`config.mk`:
```
export PLATFORM = sky130hd
export DESIGN_NAME = cpu_clk_ctrl
export DESIGN_NICKNAME = d
export VERILOG_FILES = /design/src/rtl/cpu_clk_pkg.sv /design/src/rtl/step_debounce.sv /design/src/rtl/cpu_clk_ctrl.sv
export SDC_FILE = /design/constraint.sdc
export NUM_CORES = 1
export LEC_CHECK = 0
export CAP_MARGIN = 30
export CORE_UTILIZATION = 57
export DETAILED_ROUTE_END_ITERATION = 8
export GPL_TIMING_DRIVEN = 1
export MAX_ROUTING_LAYER = met4
export PLACE_DENSITY_LB_ADDON = 0.3
export REMOVE_ABC_BUFFERS = 1
export SYNTH_ARGS = -nofsm -noshare
export SYNTH_HDL_FRONTEND = slang
export SYNTH_SLANG_ARGS = --single-unit
export TNS_END_PERCENT = 10
```
`constraint.sdc`:
```
create_clock -name clk -period 4.9 [get_ports clk]
set_clock_uncertainty 0.1 [all_clocks]
set_input_delay 0.98 -clock clk [delete_from_list [all_inputs] [get_ports clk]]
set_output_delay 0.98 -clock clk [all_outputs]
set_load 0.005 [all_outputs]
```
`src/rtl/cpu_clk_pkg.sv`:
```
// Shared definitions for the CPU clock-enable sequencer: mode encoding and the
// prescaler terminal-count clamp.
package cpu_clk_pkg;

    typedef logic [1:0] mode_t;

    localparam mode_t MODE_PAUSE = 2'd0;
    localparam mode_t MODE_RUN   = 2'd1;
    localparam mode_t MODE_STEP  = 2'd2;
    localparam mode_t MODE_HALT  = 2'd3;

    // Terminal count 2**min(sel, cnt_w) - 1; callers truncate to their counter width.
    function automatic logic [31:0] clamp_lim(input logic [31:0] sel, input int unsigned cnt_w);
        logic [31:0] e;
        e = (sel < cnt_w) ? sel : cnt_w;
        return (32'd1 << e) - 32'd1;
    endfunction

endpackage

```
`src/rtl/step_debounce.sv`:
```
// Level filter for the synchronized step button: dout takes a new value only after
// din has held that value for DEB_CYCLES consecutive cycles.
module step_debounce #(
    parameter int DEB_CYCLES = 500000
) (
    input  logic clk,
    input  logic rst,
    input  logic din,
    output logic dout
);
    localparam int CW = (DEB_CYCLES > 1) ? $clog2(DEB_CYCLES) : 1;

    logic [CW-1:0] cnt;

    always_ff @(posedge clk) begin
        if (rst) begin
            cnt  <= '0;
            dout <= 1'b0;
        end else if (din == dout) begin
            cnt <= '0;
        end else if (cnt == CW'(DEB_CYCLES - 1)) begin
            dout <= din;
            cnt  <= '0;
        end else begin
            cnt <= cnt + CW'(1);
        end
    end

endmodule

```
`src/rtl/cpu_clk_ctrl.sv`:
```
// CPU clock-enable sequencer: programmable prescaler with run, single-step and sticky halt.
// Build option STEP_DEBOUNCE_EN inserts step_debounce on the synchronized step button.
module cpu_clk_ctrl
    import cpu_clk_pkg::*;
#(
    parameter int CNT_W      = 22,
    parameter int SEL_W      = 5,
    parameter int TCNT_W     = 16,
    parameter int DEB_CYCLES = 500000
) (
    input  logic              clk,
    input  logic              rst,
    input  logic              run_req,
    input  logic              step_btn,
    input  logic              halt_req,
    input  logic [SEL_W-1:0]  div_sel,
    output logic              cpu_ce,
    output logic [1:0]        mode,
    output logic [TCNT_W-1:0] tick_cnt
);
    mode_t            state, state_nx;
    logic [CNT_W-1:0] cnt, lim;
    logic             s1, s2, s3;
    logic             step_lvl, step_edge;
    logic             lim_hit, ce_set;

    always_ff @(posedge clk) begin
        if (rst) begin
            {s1, s2, s3} <= '0;
        end else begin
            s1 <= step_btn;
            s2 <= s1;
            s3 <= step_lvl;
        end
    end

`ifdef STEP_DEBOUNCE_EN
    step_debounce #(.DEB_CYCLES(DEB_CYCLES)) u_step_debounce (
        .clk  (clk),
        .rst  (rst),
        .din  (s2),
        .dout (step_lvl)
    );
`else
    // DEB_CYCLES only matters when the filter is built in.
    logic unused_deb;
    assign unused_deb = ^DEB_CYCLES;
    assign step_lvl   = s2;
`endif

    assign step_edge = step_lvl & ~s3;

    assign lim     = CNT_W'(clamp_lim(32'(div_sel), CNT_W));
    assign lim_hit = (cnt == lim);

    always_ff @(posedge clk) begin
        if (rst) state <= MODE_PAUSE;
        else     state <= state_nx;
    end

    always_comb begin
        state_nx = state;
        unique case (state)
            MODE_PAUSE: begin
                if (halt_req)       state_nx = MODE_HALT;
                else if (run_req)   state_nx = MODE_RUN;
                else if (step_edge) state_nx = MODE_STEP;
            end
            MODE_RUN: begin
                if (halt_req)       state_nx = MODE_HALT;
                else if (!run_req)  state_nx = MODE_PAUSE;
            end
            MODE_STEP:              state_nx = halt_req ? MODE_HALT : MODE_PAUSE;
            default:                state_nx = MODE_HALT;
        endcase
    end

    // A step edge seen in RUN or STEP never reaches PAUSE, so it is simply dropped.
    always_comb begin
        ce_set = 1'b0;
        unique case (state)
            MODE_PAUSE: ce_set = (state_nx == MODE_STEP);
            MODE_RUN:   ce_set = lim_hit & run_req & ~halt_req;
            default:    ce_set = 1'b0;
        endcase
    end

    assign mode = state;

    // Count only while staying in RUN; an over-range count after a div_sel change
    // clears without producing a pulse because ce_set needs an exact match.
    always_ff @(posedge clk) begin
        if (rst)                                          cnt <= '0;
        else if (state != MODE_RUN || state_nx != MODE_RUN) cnt <= '0;
        else if (cnt >= lim)                              cnt <= '0;
        else                                              cnt <= cnt + CNT_W'(1);
    end

    always_ff @(posedge clk) begin
        if (rst) begin
            cpu_ce   <= 1'b0;
            tick_cnt <= '0;
        end else begin
            cpu_ce <= ce_set;
            if (ce_set) tick_cnt <= tick_cnt + TCNT_W'(1);
        end
    end

    a_ce_mode: assert property (@(posedge clk) disable iff (rst)
        cpu_ce |-> (mode == MODE_RUN || mode == MODE_STEP));
    a_step_1cyc: assert property (@(posedge clk) disable iff (rst)
        (mode == MODE_STEP) |=> (mode != MODE_STEP));

endmodule

```
# After elaboration in Yosys (flattened, before gate mapping)
# Index checks and enable logic that the tools add are counted.
# Widths: inputs -> output; s select.
[op_classes]
shift = 1
reduce_logical = 3
n_addsub = 3
bitwise_logic = 5
n_eq_ne = 6
order_cmp = 2
mux = 9
[ops]
columns = ["operator", "count"]
rows = [
  ["$add 22x1->22 const B", 1],
  ["$eq 22x22->1", 1],
  ["$ge 22x22->1", 1],
  ["$shl 1x5->22 const A", 1],
  ["$sub 22x1->22 const B", 1],
  ["$add 16x1->16 const B", 1],
  ["$mux 2", 6],
  ["$pmux 2 s3", 1],
  ["$lt 5x5->1 const B", 1],
  ["$mux 5", 1],
  ["$eq 2x2->1 const B", 2],
  ["$ne 2x1->1 const B", 2],
  ["$and 1x1->1", 3],
  ["$reduce_or 3->1", 1],
  ["$eq 2x1->1 const B", 1],
  ["$logic_not 2->1", 1],
  ["$not 1->1", 2],
  ["$pmux 1 s2", 1],
  ["$logic_or 1x1->1", 1],
]
[totals]
input_bits = 10
output_inout_bits = 19
reg_bits = 44
wordCells = 36

# Depth between registers and ports, before layout
[logic_depth]
ltp_word = 9
ltp_mapped = 16
mapped_depth_nobuf = 13

# Worst setup path before layout
# Ideal clock, no wire load.
[synth_path]
kind = "input port to flip-flop"
startpoint = "input div_sel[1]"
endpoint = "register tick_cnt[13]"
t_arrival_ns = 4.033
path_buffers = 1
required_ns = 4.729
path_slack_ns = 0.696
stages = 13
setup_time_ns = 0.071
cell_sequence = "or3_1 > or3_1 > ha_1 > nor2b_1 > a22oi_1 > o31a_1 > ha_1 > nand4_1 > nor4b_2 > a21oi_2 > buf_6 > or4_1 > a21oi_1"
[synth_between]
elab_chain_cells = 8
[synth_lines]
columns = ["element", "line_no", "rtl"]
rows = [
  ["start: declaration", "cpu_clk_ctrl.sv:16", "input logic [SEL_W-1:0] div_sel,"],
  ["$lt 5x5->1", "cpu_clk_pkg.sv:15", "e = (sel < cnt_w) ? sel : cnt_w;"],
  ["$mux 5 *", "cpu_clk_pkg.sv:15", ""],
  ["$shl 1x5->22 *", "cpu_clk_pkg.sv:16", "return (32'd1 << e) - 32'd1;"],
  ["$sub 22x1->22 *", "cpu_clk_pkg.sv:16", ""],
  ["$eq 22x22->1 *", "cpu_clk_ctrl.sv:54", "assign lim_hit = (cnt == lim);"],
  ["$and 1x1->1 * (2 in a row)", "cpu_clk_ctrl.sv:83", "MODE_RUN: ce_set = lim_hit & run_req & ~halt_req;"],
  ["$pmux 1 s2 *", "cpu_clk_ctrl.sv:81", "unique case (state)"],
  ["end signal: assignment", "cpu_clk_ctrl.sv:105", "if (ce_set) tick_cnt <= tick_cnt + TCNT_W'(1);"],
  ["end: declaration", "cpu_clk_ctrl.sv:19", "output logic [TCNT_W-1:0] tick_cnt"],
]
# Mark *: on every way between the ends. The rest lies on a longest branch, timed or not.
# A chain may end at the register's enable or synchronous reset.

# Worst setup path after layout
[layout_path]
startpoint = "input div_sel[1]"
endpoint = "register tick_cnt[8]"
# Same word-level chain as after synthesis.

==> results.yml <==
status:
  status: "complete, no violations"
grt:
  grt_max_degree: 24
  grt_first_pass_wirelength_um: 11280
  antenna_found_initial: 0
  use_met2_pct: 42.47
  grt_use_met1_pct: 37.10
  grt_pass1_vias: 2453
  busiest_layer: "met2"
  use_met3_pct: 4.834
  grtUsageTotal_pct: 27.68
  grt_overflow: 0
run:
  cap_violations: 0
finish:
  fin_area_um2: 3387
  num-fill-cells: 401
  stdcell_count: 457
  layout_commonest_cell: "dfxtp_1"
  final_net_count: 424
  antenna_cells: 0
  areaGrowthSynthToFinish_pct: 17.95
  final_cell_mix: "dfxtp_1 (44), nand3_1 (34), nor2_1 (33)"
  drive_gt1_share_pct: 8.205
worst_hold_path:
  whs_path_depth: 1
  hold_start: "s1"
  hp-class: "reg -> reg"
  holdPathEnd: "s2"
placement:
  place_area_um2: 3272
  hpwlAfterDp_um: 4849
  dp.cells: 449
  gp_congestion: 0.9794
  port_buffers: 28
  preCtsSetupSlack_ns: 0.01714
die:
  core_region_area_um2: 4786
  start_util_pct: 60.00
  dieHeight_um: 72.98
  die_w_um: 72.98
  io_pins: 29
  die_area_um2: 5325
  rows: 25
logic_synthesis:
  synth_flop_cell: "dfxtp_1"
  synth_edf_count: 0
  netlist_area_um2: 2872
  yosysSeqAreaShare_pct: 30.68
  avgSynthCellArea_um2: 8.043
  synth-seq-cells: 44
  synth.area.top_cells: "dfxtp_1 (31%), ha_1 (11%), nand3_1 (5.9%)"
  synth_top_area_share_pct: 30.68
  synth_warnings: 0
  synth_top_area_cell: "dfxtp_1"
  ys_types: 51
  synthCells: 357
  async_reset_ff_share_pct: 0
clock_tree:
  clk_latency_ns: 0.31
  ctsRootBufferMaster: "clkbuf_8"
  cts_tree: "done"
  clkTransAtPathRegs_ns: 0.09
  post_cts_buffers: 0
  cts_inserted_buffers: 5
  hold_buffers: 0
  clockBufferDepth: 2
  clock_sinks: 44
  cts.htree.levels: 2
  post_cts_resized: 0
sta:
  min_period_ns: 4.592
  finalSetupViolCount: 0
  max_freq_ghz: 0.2177
  worst_slew_pin_slew_ns: 0.8719
  fin_tns_setup_ns: 0
  post-route-period-util_pct: 93.72
  rsz0062_at_grt: "no"
  hold_viol_final: 0
  finalMaxSlewViolations: 0
  slew_headroom_pct: 41.69
  fin_ws_ns: 0.3075
routing:
  vias_per_cell: 6.070
  wl_per_cell_um: 14.84
  post-route-drc-count: 0
  routed_wl_um: 6784
  ant_nets: 0
  first_iter_violations: 212
  first_pass_iters: 5
  via_count: 2774
setup_path:
  critPathKind: "in -> reg"
  ff2ff_setup_slack_ns: 2.55
  critPathArrivalTime_ns: 4.71
  critPathCaptureType: "flop"
  r2r_end: "tick_cnt[8]"
  r2r_start: "cnt[4]"
  rr_worst_depth: 7
  cp-start-kind: "primary input"
  worst_ep_required_time_ns: 5.01
  cp_max_fo: 16
pwr:
  leakage_uw: 0.001339
  p_int_uw: 546.2
  p_comb_share_pct: 9.9
  power.switching_uw: 181.4
  powerDensity_nw_per_um2: 214.8
  clkPwrFrac_pct: 40.4
  worst_ir_drop_vdd_mv: 0.1386
  seqPwrFrac_pct: 49.7
  p_sw_share_pct: 24.93
==> power by group through the flow <==
stage / Sequential (uW) / Clock [uW] / Combinational (uW)
floorplan: 370 / 0 / 35.5
global placement: 370 / 0 / 69.2
detailed placement: 370 / 0 / 70.2
CTS: 362 / 298 / 71.0
global route: 362 / 314 / 79.2
finish: 362 / 294 / 71.9
==> Yosys cell counts, drive strengths merged, types with 2 or more instances <==
master	number
or2	2
o211ai	2
dfxtp	44
or3	13
nor2b	5
a32oi	2
ha	25
nand4	14
o31a	2
and3	2
o31ai	3
clkbuf	15
xnor2	13
and4b	8
nor2	33
and4	4
a21boi	3
nor3	6
nor4b	4
a21oi	30
a21o	2
o21ai	20
nand3	34
inv	7
xor2	9
a22oi	3
o21a	2
nand2b	3
nor4	3
nand2	28
and2	2
or4	4
buf	3
==> area by class of cell <==
cell class              count  area, um2  share of cell area (%)
clock inverters             3      46.29                   1.367
clock buffers               5      68.82                   2.032
inverters                   8      30.03                  0.8866
multi-input cells         287       1884                   55.63
repair buffers             43      392.9                   11.60
flip-flops and latches     44      880.8                   26.01
well taps                  67      83.83                   2.475
==> logic make-up after synthesis <==
family | synth area share, %
buffers and inverters | 3.703
AND/OR/NAND/NOR | 32.42
AO/OA/AOI/OAI | 15.25
XOR/XNOR | 6.710
multiplexers | 0.3486
flip-flops | 30.68
adder cells (fa/ha/maj) | 10.89
==> metrics by stage <==
step	power, uW	util (%)	hold WS (ns)
floorplan	405.2	-	0.3138
finish	727.6	70.77	0.3541
CTS	730.7	70.77	0.3601
detailed placement	440.5	68.37	0.3330
global route	755.7	70.77	0.3738
global placement	439.1	68.37	0.3266
==> registers in the layout, indices dropped and copies added (netlist names) <==
signal and flops:
s1 1, tick_cnt 16, cpu_ce 1, s3 1, cnt 22, mode 2, s2 1
==> per-layer routing <==
metal  wire, um  share of wire, %
met1       3218                47
met2       3088                46
met4        107               1.6
met3        370               5.5
met5          0                 0
==> how the worst max path moves through the flow <==
stage | startpoint | cells after the start | slack [ns] | endpoint
floorplan | div_sel[1] | 12 | 0.50 | tick_cnt[11]
global placement | div_sel[1] | 14 | 0.15 | tick_cnt[3]
detailed placement | div_sel[1] | 15 | 0.02 | tick_cnt[8]
CTS | div_sel[1] | 15 | 0.32 | tick_cnt[8]
global route | div_sel[1] | 15 | 0.08 | tick_cnt[8]
finish | div_sel[1] | 15 | 0.31 | tick_cnt[8]
==> critical path, stage by stage <==
cell,delay (ns)
clkdlybuf4s50_1,0.42
or3_1,0.40
or3_1,0.37
ha_1,0.26
nor2_1,0.22
nand2_1,0.11
o21ai_1,0.14
a22oi_1,0.08
ha_1,0.32
nand4_1,0.19
nor4b_2,0.30
a21oi_2,0.21
buf_4,0.22
or3_1,0.34
a21oi_1,0.14
Power figures use the tool's default switching activity.
